## config.mk

```make
export PLATFORM = sky130hd
export DESIGN_NAME = regfile_sb_flat
export DESIGN_NICKNAME = d
export VERILOG_FILES = /design/src/rtl/regfile_sb_if.sv /design/src/rtl/regfile_sb.sv /design/src/flat_wrapper.sv
export SDC_FILE = /design/constraint.sdc
export NUM_CORES = 2
export LEC_CHECK = 0
export BUFFER_PORTS_ARGS = -buffer_cell sky130_fd_sc_hd__buf_2
export CORE_MARGIN = 8
export CORE_UTILIZATION = 46
export CTS_CLUSTER_DIAMETER = 40
export DETAILED_ROUTE_END_ITERATION = 10
export GPL_TIMING_DRIVEN = 0
export PLACE_DENSITY = 0.59
export SETUP_SLACK_MARGIN = 0.4
export SLEW_MARGIN = 20
export SYNTH_ARGS = -nofsm -noshare
export SYNTH_HDL_FRONTEND = slang
export SYNTH_SLANG_ARGS = --single-unit
```

## constraint.sdc

```tcl
create_clock -name clk -period 5.7 [get_ports clk]
set_input_delay 0.57 -clock clk [delete_from_list [all_inputs] [get_ports clk]]
set_output_delay 0.57 -clock clk [all_outputs]
set_load 0.01 [all_outputs]
```

## src/rtl/regfile_sb_if.sv

```systemverilog
`default_nettype none
// +----------------------------------------------------------------------------+
// | regfile_sb_if : decode-stage bus between the hazard unit and regfile_sb    |
// | Rev 1.0 - initial release                                                  |
// +----------------------------------------------------------------------------+
interface regfile_sb_if #(
  parameter int DATA_W = 32,
  parameter int ADDR_W = 5,
  parameter int NRD    = 2
);
  logic [NRD*ADDR_W-1:0] ra;
  logic [NRD*DATA_W-1:0] rd;
  logic [NRD-1:0]        rbusy;
  logic                  we;
  logic [ADDR_W-1:0]     wa;
  logic [DATA_W-1:0]     wd;
  logic                  iv;
  logic [ADDR_W-1:0]     ia;
  logic                  clr;
  logic                  rdy;

  modport master (output ra, we, wa, wd, iv, ia, clr, input rd, rbusy, rdy);
  modport slave  (input ra, we, wa, wd, iv, ia, clr, output rd, rbusy, rdy);
endinterface
`default_nettype wire

```

## src/rtl/regfile_sb.sv

```systemverilog
`default_nettype none
// +----------------------------------------------------------------------------+
// | regfile_sb : register file with write-through bypass, busy scoreboard and  |
// |              a DEPTH-cycle soft-clear sweep.                               |
// | Rev 1.0 - initial release                                                  |
// +----------------------------------------------------------------------------+
module regfile_sb #(
  parameter int DATA_W   = 32,
  parameter int ADDR_W   = 5,
  parameter int NRD      = 2,
  parameter int BYPASS   = 1,
  parameter int ZERO_REG = 1
) (
  input  wire logic   clk,
  input  wire logic   rst_n,
  regfile_sb_if.slave bus
);
  localparam int                c_DEPTH = 2 ** ADDR_W;
  localparam logic [ADDR_W-1:0] c_LAST  = {ADDR_W{1'b1}};

  typedef enum logic [0:0] {
    S_IDLE  = 1'b0,
    S_CLEAR = 1'b1
  } state_t;

  state_t              r_state;
  state_t              w_state_nxt;
  logic [ADDR_W-1:0]   r_idx;
  logic [ADDR_W-1:0]   w_idx_nxt;
  logic [DATA_W-1:0]   r_mem [c_DEPTH];
  logic [c_DEPTH-1:0]  r_busy;

  logic                w_idle;
  logic                w_wr_en;
  logic                w_iss_en;
  logic [NRD*DATA_W-1:0] w_rd;
  logic [NRD-1:0]      w_rbusy;

  assign w_idle   = (r_state == S_IDLE);
  assign w_wr_en  = w_idle && bus.we && !((ZERO_REG != 0) && (bus.wa == '0));
  assign w_iss_en = w_idle && bus.iv && !((ZERO_REG != 0) && (bus.ia == '0));

  always_ff @(posedge clk or negedge rst_n) begin
    if (!rst_n) begin
      r_state <= S_IDLE;
      r_idx   <= '0;
    end else begin
      r_state <= w_state_nxt;
      r_idx   <= w_idx_nxt;
    end
  end

  always_comb begin
    w_state_nxt = r_state;
    w_idx_nxt   = r_idx;
    case (r_state)
      S_IDLE: begin
        if (bus.clr) begin
          w_idx_nxt   = '0;
          w_state_nxt = S_CLEAR;
        end
      end
      S_CLEAR: begin
        w_idx_nxt = r_idx + 1'b1;
        if (r_idx == c_LAST) begin
          w_idx_nxt   = '0;
          w_state_nxt = S_IDLE;
        end
      end
      default: begin
        w_idx_nxt   = '0;
        w_state_nxt = S_IDLE;
      end
    endcase
  end

  // Issue is applied after the write-side clear so a same-address set wins.
  always_ff @(posedge clk or negedge rst_n) begin
    if (!rst_n) begin
      for (int i = 0; i < c_DEPTH; i++) begin
        r_mem[i] <= '0;
      end
      r_busy <= '0;
    end else if (!w_idle) begin
      r_mem[r_idx]  <= '0;
      r_busy[r_idx] <= 1'b0;
    end else begin
      if (w_wr_en) begin
        r_mem[bus.wa] <= bus.wd;
      end
      if (bus.we) begin
        r_busy[bus.wa] <= 1'b0;
      end
      if (w_iss_en) begin
        r_busy[bus.ia] <= 1'b1;
      end
    end
  end

  generate
    for (genvar k = 0; k < NRD; k++) begin : g_rd
      logic [ADDR_W-1:0] w_ra;
      logic              w_zero;
      logic              w_byp;

      assign w_ra   = bus.ra[k*ADDR_W +: ADDR_W];
      assign w_zero = (ZERO_REG != 0) && (w_ra == '0);
      assign w_byp  = (BYPASS != 0) && bus.we && (bus.wa == w_ra);

      assign w_rd[k*DATA_W +: DATA_W] = (!w_idle || w_zero) ? '0 :
                                        w_byp               ? bus.wd :
                                                              r_mem[w_ra];
      assign w_rbusy[k] = w_idle && !w_zero && !w_byp && r_busy[w_ra];
    end
  endgenerate

  assign bus.rd    = w_rd;
  assign bus.rbusy = w_rbusy;
  assign bus.rdy   = w_idle;

endmodule
`default_nettype wire

```

## src/flat_wrapper.sv

```systemverilog
// flat-port wrapper written by rule: the top's interface ports become plain ports
module regfile_sb_flat 
#(
  parameter int DATA_W   = 32,
  parameter int ADDR_W   = 5,
  parameter int NRD      = 2,
  parameter int BYPASS   = 1,
  parameter int ZERO_REG = 1
)
  (clk, rst_n, bus_ra, bus_we, bus_wa, bus_wd, bus_iv, bus_ia, bus_clr, bus_rd, bus_rbusy, bus_rdy);
  regfile_sb_if #(.DATA_W(DATA_W), .ADDR_W(ADDR_W), .NRD(NRD)) bus_i ();
  input  wire logic clk;
  input  wire logic rst_n;
  input wire logic [$bits(bus_i.ra)-1:0] bus_ra;
  input wire logic [$bits(bus_i.we)-1:0] bus_we;
  input wire logic [$bits(bus_i.wa)-1:0] bus_wa;
  input wire logic [$bits(bus_i.wd)-1:0] bus_wd;
  input wire logic [$bits(bus_i.iv)-1:0] bus_iv;
  input wire logic [$bits(bus_i.ia)-1:0] bus_ia;
  input wire logic [$bits(bus_i.clr)-1:0] bus_clr;
  output wire logic [$bits(bus_i.rd)-1:0] bus_rd;
  output wire logic [$bits(bus_i.rbusy)-1:0] bus_rbusy;
  output wire logic [$bits(bus_i.rdy)-1:0] bus_rdy;
  assign bus_i.ra = bus_ra;
  assign bus_i.we = bus_we;
  assign bus_i.wa = bus_wa;
  assign bus_i.wd = bus_wd;
  assign bus_i.iv = bus_iv;
  assign bus_i.ia = bus_ia;
  assign bus_i.clr = bus_clr;
  assign bus_rd = bus_i.rd;
  assign bus_rbusy = bus_i.rbusy;
  assign bus_rdy = bus_i.rdy;
  regfile_sb #(.DATA_W(DATA_W), .ADDR_W(ADDR_W), .NRD(NRD), .BYPASS(BYPASS), .ZERO_REG(ZERO_REG)) u_core (.clk(clk), .rst_n(rst_n), .bus(bus_i));
endmodule
```

# Yosys cells after proc, flatten, opt, wreduce, memory -nomap -nowiden
# Index checks and enable logic that the tools add are counted.
[totals] output_inout_bits=67 input_bits=57 elab_cells=133 n_memories=0 rom_bits=0 latch_bits=0 ram_bits=0 regBits=1062
[op_classes] n_mux=37 order_cmp=14 multipliers=0 n_reduce_logical=30 shift=0 addsub=1 n_div=0 n_eq_ne=4 bitwise=12
[op_table] cell="1024-bit 2-to-1 mux" n=2
[op_table] cell="1024-bit AND" n=1
[op_table] cell="1024-bit bitwise mux" n=1
[op_table] cell="1024-bit NOT" n=1
[op_table] cell="32-bit 2-to-1 mux" n=14
[op_table] cell="32-bit binary-select mux with 5-bit select" n=2
[op_table] cell="32-bit demux with 5-bit select" n=2
[op_table] cell="32-bit AND" n=2
[op_table] cell="32-bit NOT" n=2
[op_table] cell="32-bit bitwise OR" n=1
[op_table] cell="5-bit by 6-bit < comparator with 1-bit output, second input constant" n=5
[op_table] cell="6-bit >= comparator, second input constant" n=4
[op_table] cell="5-bit NOT with 6-bit output" n=4
[op_table] cell="5-bit logical NOT" n=4
[op_table] cell="1-bit logical AND" n=17
[op_table] cell="1-bit demux with 5-bit select" n=3
[op_table] cell="5-bit by 1-bit >= comparator with 1-bit output, second input constant" n=3
[op_table] cell="6-bit by 1-bit < comparator with 1-bit output, second input constant" n=2
[op_table] cell="1-bit binary-select mux with 5-bit select" n=2
[op_table] cell="5-bit equality test" n=2
[op_table] cell="5-bit 2-to-1 mux" n=2
[op_table] cell="5-bit case mux with 2 select lines" n=1
[op_table] cell="1-bit 2-to-1 mux" n=7
[op_table] cell="1-bit logical NOT" n=6
[op_table] cell="other kinds (7)" n=8

# Longest topological paths before layout
[logic_depth] word_depth=11 depth_mapped=9 depth_no_buf=5

# Worst setup path after synthesis
# No wires, ideal clock.
[synth_path] path_type="input -> output" from="input port bus_ra[6]" to="output port bus_rd[32]" path_buffers=2 stages=6 slack_ps=2714 arrival_ps=2416 required_time_ps=5130 path_cell_list="buf_2 buf_1 mux4_2 a22oi_1 o21ai_0 a221o_1"
[synth_via] elab_chain_len=6 word_cells_on_any_way=10 cone_classes="1 x eq/ne; 5 x mux; 1 x bitwise; 3 x reduce/logical"
[synth_rtl] element="from (decl)" line="flat_wrapper.sv:14" text="input wire logic [$bits(bus_i.ra)-1:0] bus_ra;"
[synth_rtl] element="5-bit NOT with 6-bit output (not written as such)" line="regfile_sb.sv:112" text="r_mem[w_ra];"
[synth_rtl] element="32-bit binary-select mux with 5-bit select" line="regfile_sb.sv:112"
[synth_rtl] element="32-bit 2-to-1 mux (not written as such) (2 in series)" line="regfile_sb.sv:112"
[synth_rtl] element="32-bit 2-to-1 mux" line="regfile_sb.sv:111" text="w_byp ? bus.wd :"
[synth_rtl] element="32-bit 2-to-1 mux (*)" line="regfile_sb.sv:110" text="assign w_rd[k*DATA_W +: DATA_W] = (!w_idle || w_zero) ? '0 :"
[synth_rtl] element="to (decl)" line="flat_wrapper.sv:21" text="output wire logic [$bits(bus_i.rd)-1:0] bus_rd;"
# Mark *: on every way between the ends. The rest lies on a longest branch, timed or not. The select of a mux whose other input is x is not followed.

# Worst setup path in the final report
[layout_path] from="input port bus_ra[6]" to="output port bus_rd[50]"
# The elaborated chain is that of the path after synthesis.

==> results.md <==
* Status: finished clean
* Die H at 360.5 um
* Die Area at 129,900 um^2
* Gr ovfl total at 0
* Syn Std Cell Area at 54,590 um^2
* Core region area at 117,900 um^2
* Pre-CTS setup slack at 651.2 ps
* FILL cells at 9,883
* Syn Area/Cell at 14.06 um^2
* H-tree levels at 4
* Remaining DRCs at 0
* Fin. max-slew vios at 0
* Final hold vios at 0
* Via count at 44.09k
* Setup repair bufs after CTS at 0
* DR WL/cell at 40.70 um
* Fin Hold WS at 42.26 ps
* First-pass GRT wire length at 331,700 um
* Net count reported at finish at 4,196
* # clock sinks at 1,062
* Yosys reg bits at 1,062
* Setup TNS at 0 ps
* Final period utilization at 92.44%
* HPWL after DPL at 166,200 um
* Ys async rst share at 100.0%
* I/O pins at 124
* VDD IR-drop max at 0.3389 mV
* Critical-path maximum fanout at 10
* Final wirelength at 236,600 um
* Initial Utilization at 46.29%
* DRT iter0 DRCs at 6,818
* CP max stage cell: buf_1
* Max-Slew Margin vs Limit at 10.90%
* DRT antenna net count at 0
* PwrDens at 399.1 nW/um^2
* CP Cell Sequence: buf_2 > buf_2 > buf_1 > buf_1 > mux4_2 > a22oi_1 > o21ai_0 > a221o_1 > buf_2
* Fmax at 0.1898 GHz
* Row cnt at 126
* Synth cell types at 49
* TritonCTS clock tree: built
* Routed met1 length at 87,250 um
* Final setup vio count at 0
* Crit Path Category: in2out
* Tmin final at 5269 ps
* Post-Syn Nets at 3,944
* CTS Buffer Depth at 3
* CTS buffer count at 157
* Clock skew at 15.34 ps
* Post-CTS sizing at 0
* Top_reg_cell synth: dfrtp_1
* Vias/cell at 7.583
* Root cell of the clock tree: clkbuf_16
* Maxcap violations at 0
* Number of global-route vias before repair at 43.13k
* All-Layer GR Usage at 35.44%
* Number of flops mapped to enable cells by yosys at 0
* Final Non-Filler Cells at 5,814
* Port bufs at 80
* Metal2 WL at 100,200 um
* CP Data Required Time at 5130 ps
* Final WS setup at 430.7 ps
* Later-pin clock latency in the skew report at 810 ps
* Pin count of the biggest net entering global routing at 135
* Placer Congestion at 0.9941
* Arr. time, crit path at 4700 ps
* Initial antenna violation count at 20
* Slowest stage delay, CP at 970 ps
* Critical Path Start Type: primary input
* YS warnings at 0
* Area Growth Syn to Fin at 15.26%
* Crit path top cell by count: buf_2
* Cells after synthesis at 3,882
* RSZ-0062 raised after global routing: false
* Met3 WL at 34,470 um
* Top Layer Used: met5
* Tightest Hold Check Type: in2reg
* Static leakage at 27.35 nW
* Worst Tran Pin Value at 1322 ps
* Sequential-to-total area share from yosys stat at 48.68%
* Dpl cells at 5,510
* Ratio of cells with drive above 1 in the final layout at 23.80%
* Power, Total at 25.11 mW
* DR pass1 iterations at 8
* Die X-Extent at 360.5 um
* Crit path capture type: output pin
* Clk pin slew, worst setup/hold paths at 50 ps
cells in the mapped netlist, types with 2 or more instances:
cell | number | share of area [%]
buf_2 | 92 | 0.84
ha_1 | 5 | 0.11
nor4_2 | 4 | 0.092
nand3b_1 | 4 | 0.055
nor4_1 | 2 | 0.023
nand2_1 | 21 | 0.14
o221ai_1 | 8 | 0.13
a21oi_1 | 89 | 0.82
inv_1 | 7 | 0.048
a22o_1 | 1025 | 16
a211oi_1 | 3 | 0.041
dfrtp_1 | 1062 | 49
buf_4 | 11 | 0.15
a31oi_1 | 6 | 0.069
a221o_1 | 65 | 1.2
inv_2 | 4 | 0.027
or3_1 | 3 | 0.034
xnor2_1 | 12 | 0.19
mux2i_1 | 127 | 2.3
o32ai_1 | 2 | 0.032
a22oi_1 | 154 | 2.1
nor2_1 | 66 | 0.45
and3_1 | 5 | 0.057
a221oi_1 | 55 | 0.88
o21ai_1 | 8 | 0.073
nand3_1 | 7 | 0.064
o2bb2ai_1 | 2 | 0.032
nor3_1 | 18 | 0.17
and2_1 | 36 | 0.41
nor3b_1 | 4 | 0.055
clkbuf_1 | 365 | 2.5
nor2b_1 | 9 | 0.10
buf_6 | 10 | 0.21
mux4_2 | 499 | 21
o22ai_1 | 4 | 0.046
o31ai_1 | 3 | 0.041
buf_1 | 49 | 0.34
or2_2 | 2 | 0.023
o21ai_0 | 22 | 0.20
nand2b_1 | 3 | 0.034
critical path: cells and delay by family:
| kind | cells | cell delay (ps) |
|---|---|---|
| buffers and inverters | 5 | 2500 |
| AO/OA/AOI/OAI | 3 | 1160 |
| multiplexers | 1 | 440 |
power breakdown:
| group | total (mW) | internal, mW | switching, mW |
|---|---|---|---|
| sequential | 9.71 | 8.72 | 0.989 |
| combinational | 4.96 | 2.20 | 2.77 |
| clock | 10.4 | 6.39 | 4.04 |
flip-flops by register name (all words and copies together), names as in the netlist:
name            cells
u_core.r_idx        5
u_core.r_mem     1024
u_core.r_state      1
u_core.r_busy      32
final timing paths:
check	from	endpoint	slack [ps]	cells after the start
worst min-delay path	bus_clr	u_core.r_idx[1]	40	2
worst max register to register	u_core.r_state	u_core.r_mem[184]	2340	6
min in group asynchronous	rst_n	u_core.r_mem[166]	470	3
worst max-delay path	bus_ra[6]	bus_rd[50]	430	9
max in group asynchronous	rst_n	u_core.r_mem[30]	2960	6
worst min register to register	u_core.r_mem[1004]	u_core.r_mem[1004]	500	1
layout by cell type, fill, tap and decap left out, types with 6 or more instances in the layout:
master         n
a21oi_1       87
a221o_1       65
a221oi_1      55
a22o_1      1025
a22oi_1      154
and2_1        36
buf_1         45
buf_16         9
buf_2        174
buf_4         14
buf_6         10
bufinv_16     20
clkbuf_1     372
clkbuf_16    159
clkbuf_8      22
clkinv_2      16
clkinv_4       9
clkinvlp_4    21
dfrtp_1     1062
diode_2       14
inv_1          7
inv_6         20
mux2i_1      127
mux4_2       499
nand2_1       21
nand3_1        7
nor2_1        64
nor2b_1        9
nor3_1        15
nor4_2         6
o21ai_0       17
o21ai_1       13
o221ai_1       8
xnor2_1       12
final cells by class:
cell class,count,area (um^2),area share [%]
inverter,12,45.04,0.07159
clock inverter,99,1290,2.050
sequential,1062,26580,42.24
tap,1536,1922,3.054
buffer,528,2222,3.532
antenna,14,35.03,0.05568
multi-input combinational,2280,25820,41.04
timing repair buffer,93,695.7,1.106
clock buffer,190,4315,6.859
stage by stage:
stage               instance area, um^2  utilization, %
floorplan                         54590               -
global placement                  56910           48.26
detailed placement                57260           48.56
CTS                               62880           53.32
global route                      62890           53.33
finish                            62920           53.36
metal layers:
layer | up-vias | global-route usage (%)
li1 | 16531 | -
met1 | 23148 | 46.06
met2 | 3616 | 50.13
met3 | 786 | 15.61
met4 | 8 | 18.37
met5 | - | 0.1109
kinds of logic (layout without fill, tap and decap cells):
logic type / count (synthesis) / after routing / share of synthesized area (%)
flops: 1062 / 1062 / 48.68
compound gates: 1449 / 1449 / 22.18
xor+xnor: 12 / 12 / 0.1925
fa+ha+maj: 5 / 5 / 0.1146
other cells: 0 / 14 / 0
mux: 626 / 626 / 22.92
simple gates: 188 / 188 / 1.770
buf+inv: 540 / 922 / 4.139
timing repair:
| action | 4_1_cts | 5_1_grt |
|---|---|---|
| hold endpoints to repair | 129 | 0 |
| hold buffers | 1 | 0 |
| setup endpoints to repair | 0 | 0 |
Note: power is estimated with default switching activity, not from simulation.
